## config.mk

```make
export PLATFORM = sky130hd
export DESIGN_NAME = mem_slot_arbiter
export DESIGN_NICKNAME = d
export VERILOG_FILES = /design/src/rtl/mem_slot_arbiter.sv
export SDC_FILE = /design/constraint.sdc
export NUM_CORES = 1
export LEC_CHECK = 0
export ABC_AREA = 1
export CORE_MARGIN = 2
export CORE_UTILIZATION = 45
export CTS_CLUSTER_DIAMETER = 60
export CTS_CLUSTER_SIZE = 8
export DETAILED_ROUTE_END_ITERATION = 8
export HOLD_SLACK_MARGIN = 0.08
export PLACE_DENSITY = 0.7
export SLEW_MARGIN = 20
export SYNTH_ARGS = -nofsm -noshare
export SYNTH_HDL_FRONTEND = slang
export SYNTH_SLANG_ARGS = --single-unit
```

## constraint.sdc

```tcl
create_clock -name clk_sys -period 1.45 [get_ports clk_sys]
set_input_delay 0.145 -clock clk_sys [delete_from_list [all_inputs] [get_ports clk_sys]]
set_output_delay 0.145 -clock clk_sys [all_outputs]
set_load 0.02 [all_outputs]
```

## src/rtl/mem_slot_arbiter.sv

```systemverilog
// mem_slot_arbiter: slot-based memory bus arbiter.
// Slots alternate between CPU-owned (even) and shared (odd). The owner is
// latched at ACCEPT_PH, held to slot end, and completions (ack) are
// combinational from DONE_PH onward. Also stretches the CPU reset
// instruction into a long active-low system reset.
module mem_slot_arbiter #(
    parameter int NUM_CH    = 4,
    parameter int PHASES    = 8,
    parameter int ACCEPT_PH = 2,
    parameter int DONE_PH   = 4,
    parameter int RST_HOLD  = 65535,
    localparam int PW       = $clog2(PHASES),
    localparam int CW       = $clog2(RST_HOLD + 1)
) (
    input  logic              clk_sys,
    input  logic              reset,
    input  logic              clk8_en_p,
    input  logic              ext_reset_req,
    input  logic [NUM_CH-1:0] req,
    output logic [PW-1:0]     bus_phase,
    output logic              cycle_ready,
    output logic              slot_odd,
    output logic [NUM_CH-1:0] grant,
    output logic [NUM_CH-1:0] ack,
    output logic              n_sys_reset
);

    localparam logic [PW-1:0] L_ACCEPT = PW'(ACCEPT_PH);
    localparam logic [PW-1:0] L_DONE   = PW'(DONE_PH);
    localparam logic [PW-1:0] L_LAST   = PW'(PHASES - 1);
    localparam logic [CW-1:0] L_HOLD   = CW'(RST_HOLD);

    logic [PW-1:0]     r_phase;
    logic              r_odd;
    logic [NUM_CH-1:0] r_grant;
    logic [CW-1:0]     r_cnt;
    logic              r_nrst;

    logic [NUM_CH-1:0] w_next_grant;
    logic              w_found;
    logic              w_done;

    // Slot winner: shared slots go to the lowest non-CPU requester first,
    // the CPU only borrows them when no one else asks.
    always_comb begin
        w_next_grant = '0;
        w_found      = 1'b0;
        if (r_odd) begin
            for (int i = 1; i < NUM_CH; i++) begin
                if (req[i] && !w_found) begin
                    w_next_grant[i] = 1'b1;
                    w_found         = 1'b1;
                end
            end
        end
        if (!w_found && req[0]) begin
            w_next_grant[0] = 1'b1;
        end
    end

    // Phase counter, slot parity and grant latch; grant is held to slot
    // end even if the request drops, so no one else can steal the slot.
    always_ff @(posedge clk_sys) begin
        if (reset) begin
            r_phase <= '0;
            r_odd   <= 1'b0;
            r_grant <= '0;
        end else if (clk8_en_p) begin
            r_phase <= r_phase + PW'(1);
            if (r_phase == L_LAST) begin
                r_odd   <= ~r_odd;
                r_grant <= '0;
            end else if (r_phase == L_ACCEPT) begin
                r_grant <= w_next_grant;
            end
        end
    end

    // Reset stretcher: reload on request, count down, release one tick
    // after the count has reached zero.
    always_ff @(posedge clk_sys) begin
        if (reset) begin
            r_cnt  <= L_HOLD;
            r_nrst <= 1'b0;
        end else if (clk8_en_p) begin
            if (ext_reset_req) begin
                r_cnt  <= L_HOLD;
                r_nrst <= 1'b0;
            end else if (r_cnt != '0) begin
                r_cnt  <= r_cnt - CW'(1);
            end else begin
                r_nrst <= 1'b1;
            end
        end
    end

    assign w_done = (r_phase >= L_DONE);

    // Per-channel completion strobe, dropped immediately when req falls.
    for (genvar g = 0; g < NUM_CH; g++) begin : g_ack
        assign ack[g] = r_grant[g] & req[g] & w_done;
    end

    assign bus_phase   = r_phase;
    assign cycle_ready = (r_phase == L_LAST);
    assign slot_odd    = r_odd;
    assign grant       = r_grant;
    assign n_sys_reset = r_nrst;

endmodule

```

* Yosys cells after proc, flatten, opt, wreduce, memory -nomap -nowiden *
Cells that the tools add are included.

operators by class
  add/subtract/negate cells = 2
  $lt $le $gt $ge = 1
  eq/ne operators = 3
  mux-type cells = 16
  bitwise logic cells = 9
  reductions and logical operators = 13

operators with widths
  cell                     count
  $mux W16                 2
  $reduce_bool A16 Y1      1
  $sub A16 B1 Y16 const B  1
  $mux W1                  11
  $and A1 B1 Y1            8
  $mux W4                  2
  $reduce_and A2 Y1        4
  $reduce_bool A2 Y1       2
  $add A3 B1 Y3 const B    1
  $eq A3 B2 Y1 const B     1
  $eq A3 B3 Y1 const B     1
  $ge A3 B3 Y1 const B     1
  $logic_and A1 B1 Y1      3
  $logic_not A1 Y1         3
  $mux W3                  1
  $ne A2 B2 Y1 const B     1
  $not A1 Y1               1

storage, ports and cells
  register bits = 25
  output and inout port bits = 14
  word-level logic and storage cells = 49

* Depth between registers and ports, before layout *
  depth after elaboration = 15
  depth in mapped cells = 10
  mapped depth without buffers = 10

* Worst setup path after synthesis *
No wires, ideal clock.

  path type = reg2reg
  start = reg r_cnt[0]
  end = reg r_cnt[13]
  library setup time = 134 ps
  arrival time = 1,317 ps
  slack = -1 ps
  stages on the path, launching flop included = 11
  path buffers = 1
  period minus slack after synthesis = 1,451 ps
  cells stage by stage = dfxtp_1 -> inv_1 -> ha_1 -> nand3_4 -> nor2_4 -> nand3_4 -> nand2_4 -> inv_2 -> buf_6 -> nand2_1 -> nand3_1

between the ends
  longest elaborated chain between the ends = 3
  elaborated cells between the ends (all ways) = 6

ends and longest elaborated chain
  item                                                           RTL line  RTL
  from (decl)                                                    36        logic [CW-1:0] r_cnt;
  from (signal assigned)                                         90        r_cnt <= r_cnt - CW'(1);
  $sub A16 B1 Y16 / $reduce_bool A16 Y1 (equally long branches)  90, 89
  $mux W16 / $reduce_bool A2 Y1 (equally long branches)          n/a
  $mux W16 / $reduce_and A2 Y1 (equally long branches)           n/a

Parallel ways exist; a longest one is shown, timed or not. The select of a mux whose other input is x is not followed.
A chain may end at the register's enable or synchronous reset.

* Final worst setup path *
  start = reg r_phase[2] (netlist: bus_phase[2])
  end = out ack[3]

between the ends
  longest elaborated chain between the ends = 2

ends and longest elaborated chain
  item                    RTL line  RTL
  from (decl)             33        logic [PW-1:0] r_phase;
  from (signal assigned)  69        r_phase <= r_phase + PW'(1);
  $ge A3 B3 Y1            97        assign w_done = (r_phase >= L_DONE);
  $and A1 B1 Y1           101       assign ack[g] = r_grant[g] & req[g] & w_done;
  to (decl)               24        output logic [NUM_CH-1:0] ack,

No other way between the ends.

==> flow_metrics.tcl <==
set metrics [dict create \
    run_status "finished, final reports clean" \
    dieArea_um2 3924 \
    io-pin-count 22 \
    core-area_um2 3311 \
    row_count 21 \
    p_leak_nw 1.004 \
    crit_path_max_fanout 6 \
    synth_area_um2 1548 \
    ys_seq_area_frac 0.3234 \
    maxSlewViolCount 0 \
    cp-end-kind "output pin" \
    synth_compound_area_frac 0.08246 \
    crit_family "flip-flops" \
    cts_inserted_buffers 3 \
    drt-wirelength-per-cell_um 10.94 \
    max_stage_delay_ns 0.40 \
    synthMuxAreaShare 0 \
    grt.overflow.total 0 \
    cts.sinks 25 \
    fmax_mhz 731.5 \
    hold_class "primary input to flip-flop" \
    drt_iter0_markers 87 \
    die_y_um 62.65 \
    hold_depth 2 \
    via_per_inst 4.847 \
    drive_gt1_frac 0.1922 \
    synthXorXnorAreaFrac 0 \
    fin_crit_sh 0.9428 \
    worstSetupPathType "flip-flop to output pin" \
    cp.required_ns 1.31 \
    die_w_um 62.65 \
    final_area_um2 1981 \
    fillerInstances 345 \
    yosys_warnings 0 \
    cts_hold_buf 0 \
    slew_headroom 0.8310 \
    setup_slack_ns 0.08292 \
    cts_max_level 1 \
    n_antenna_cell 0 \
    hold_slack_ns 0.3887 \
    grt_max_degree 14 \
    worstSetupStartpointType "flip-flop" \
    ys_ff_latch 25 \
    critPathBufInv 2 \
    skew_ns 0.01422 \
    peakVddDrop_uv 548.9 \
    final_util 0.5983 \
    synthToLayoutAreaGrowth_pct 27.97 \
    hold_viol 0 \
    dp_hpwl_mm 2.756 \
    cap_violations 0 \
    clkTransAtPathRegs_ns 0.13 \
    synth_top_area_frac 0.3234 \
    drc 0 \
    vias 1585 \
    dr.pass1.iters 5 \
    synth_area_leaders "dfxtp_1 (32%), nand2_1 (16%), nand3_1 (12%)" \
    synth-simple-area-share 0.4511 \
    setup_viol 0 \
    ys_async_sr_fraction 0 \
    antenna_found_initial 0 \
    yosys.cell_types.count 25 \
    final_cells 327 \
    p_total_mw 1.350 \
    port_buffers 21 \
    postSynthAreaPerCell_um2 6.422 \
    netlist_instances 241 \
    cts_max_path_buffers 2 \
    synth.net_count 254 \
    placed_area_um2 1929 \
    setup-tns-final_ns 0 \
    crit_chain "inv_1, nor2_1, clkdlybuf4s15_1" \
    wl_mm 3.578 \
    synth_top_family_by_area "simple AND/OR/NAND/NOR gates" \
    grt_use_total 0.1989 \
    synth_ff_type "dfxtp_1" \
    dp_cells 322 \
    dp_slack_ns -0.08271 \
    min_period_ns 1.367 \
    ant_nets 0 \
    power_density_nw_per_um2 681.6 \
    worstMarginPinSlew_ns 0.2518 \
    num-nets-final 295 \
    yosysMostFrequentCell "nand2_1" \
    cp_slowest_cell "dfxtp_2" \
    grt_pass1_wl_mm 6.472 \
    start_util 0.4675 \
    reg2regPathDepth 8 \
    critPathArrivalTime_ns 1.22 \
    grt_pass1_vias 1508 \
    cts_tree "yes" \
    rsz0062_at_grt "false" \
    clock-root-buffer "clkbuf_4" \
    yosys.area_share.adder 0.04042 \
    synth_common_cells "nand2_1 (68), nand3_1 (36), inv_1 (30)" \
    synth_edf_count 0 \
    gp_congestion 0.8439 \
    synth_top_cell_by_area "dfxtp_1" \
    cp.depth 3 \
    clkLatencyLatePin_ns 0.33 \
]
sequential cells by signal, indices dropped and copies added (netlist names):
name         count
r_cnt           16
bus_phase        3
grant            4
slot_odd         1
n_sys_reset      1
cells by family (layout without fill, tap and decap cells):
family / count (synthesis) / count (layout)
fa+ha+maj: 5 / 5
buf+inv: 38 / 78
simple gates: 149 / 149
flops: 25 / 25
compound gates: 24 / 24
path summary, 6_finish.rpt:
path / startpoint / to / slack, ns
worst max-delay path: bus_phase[2] / ack[3] / 0.08
worst min-delay path: reset / grant[1] / 0.39
worst max register to register: bus_phase[0] / grant[1] / 0.10
worst min register to register: r_cnt[0] / r_cnt[0] / 0.45
report_power, final:
part | internal (mW) | leakage (nW) | switching (mW) | total (mW)
combinational | 0.116 | 0.783 | 0.146 | 0.262
clock | 0.108 | 0.0150 | 0.216 | 0.324
sequential | 0.725 | 0.206 | 0.0380 | 0.763
total | 0.949 | 1.00 | 0.401 | 1.35
layout by cell type (no fill, tap or decap), types with 4 or more instances in the layout:
| cell type | synthesis | layout |
|---|---|---|
| a21oi_1 | 9 | 8 |
| buf_4 | 0 | 20 |
| clkdlybuf4s50_1 | 0 | 7 |
| dfxtp_1 | 25 | 21 |
| dfxtp_2 | 0 | 4 |
| dlygate4sd2_1 | 0 | 10 |
| ha_1 | 5 | 4 |
| inv_1 | 30 | 26 |
| inv_2 | 2 | 5 |
| nand2_1 | 68 | 68 |
| nand3_1 | 36 | 36 |
| nor2_1 | 24 | 23 |
| nor2_2 | 5 | 4 |
| nor2_4 | 3 | 5 |
| o21ai_0 | 7 | 6 |
| o21ai_1 | 5 | 6 |
what timing repair did:
action / 4_1_cts / 5_1_grt
endpoints found under the hold margin: 0 / 0
resized for setup: 19 / 17
pin swaps: 1 / 6
setup endpoints to repair: 15 / 22
buffers inserted: 0 / 1
final cells by class:
type,instances,area (um2),share of cell area
well taps,46,57.56,0.02906
flip-flops and latches,25,505.5,0.2552
multi-input cells,178,917.1,0.4630
inverters,32,122.6,0.06191
clock buffers,4,26.28,0.01327
repair buffers,42,351.6,0.1775
per-layer routing:
metal | vias to the layer above | track usage | part of all wire
li1 | 849 | - | -
met1 | 710 | 0.2643 | 0.50
met2 | 24 | 0.3347 | 0.46
met3 | 2 | 0.03784 | 0.034
met4 | 0 | 0.04444 | 0.0061
met5 | - | 0 | 0
No activity file was read; power rests on OpenSTA's default activity.
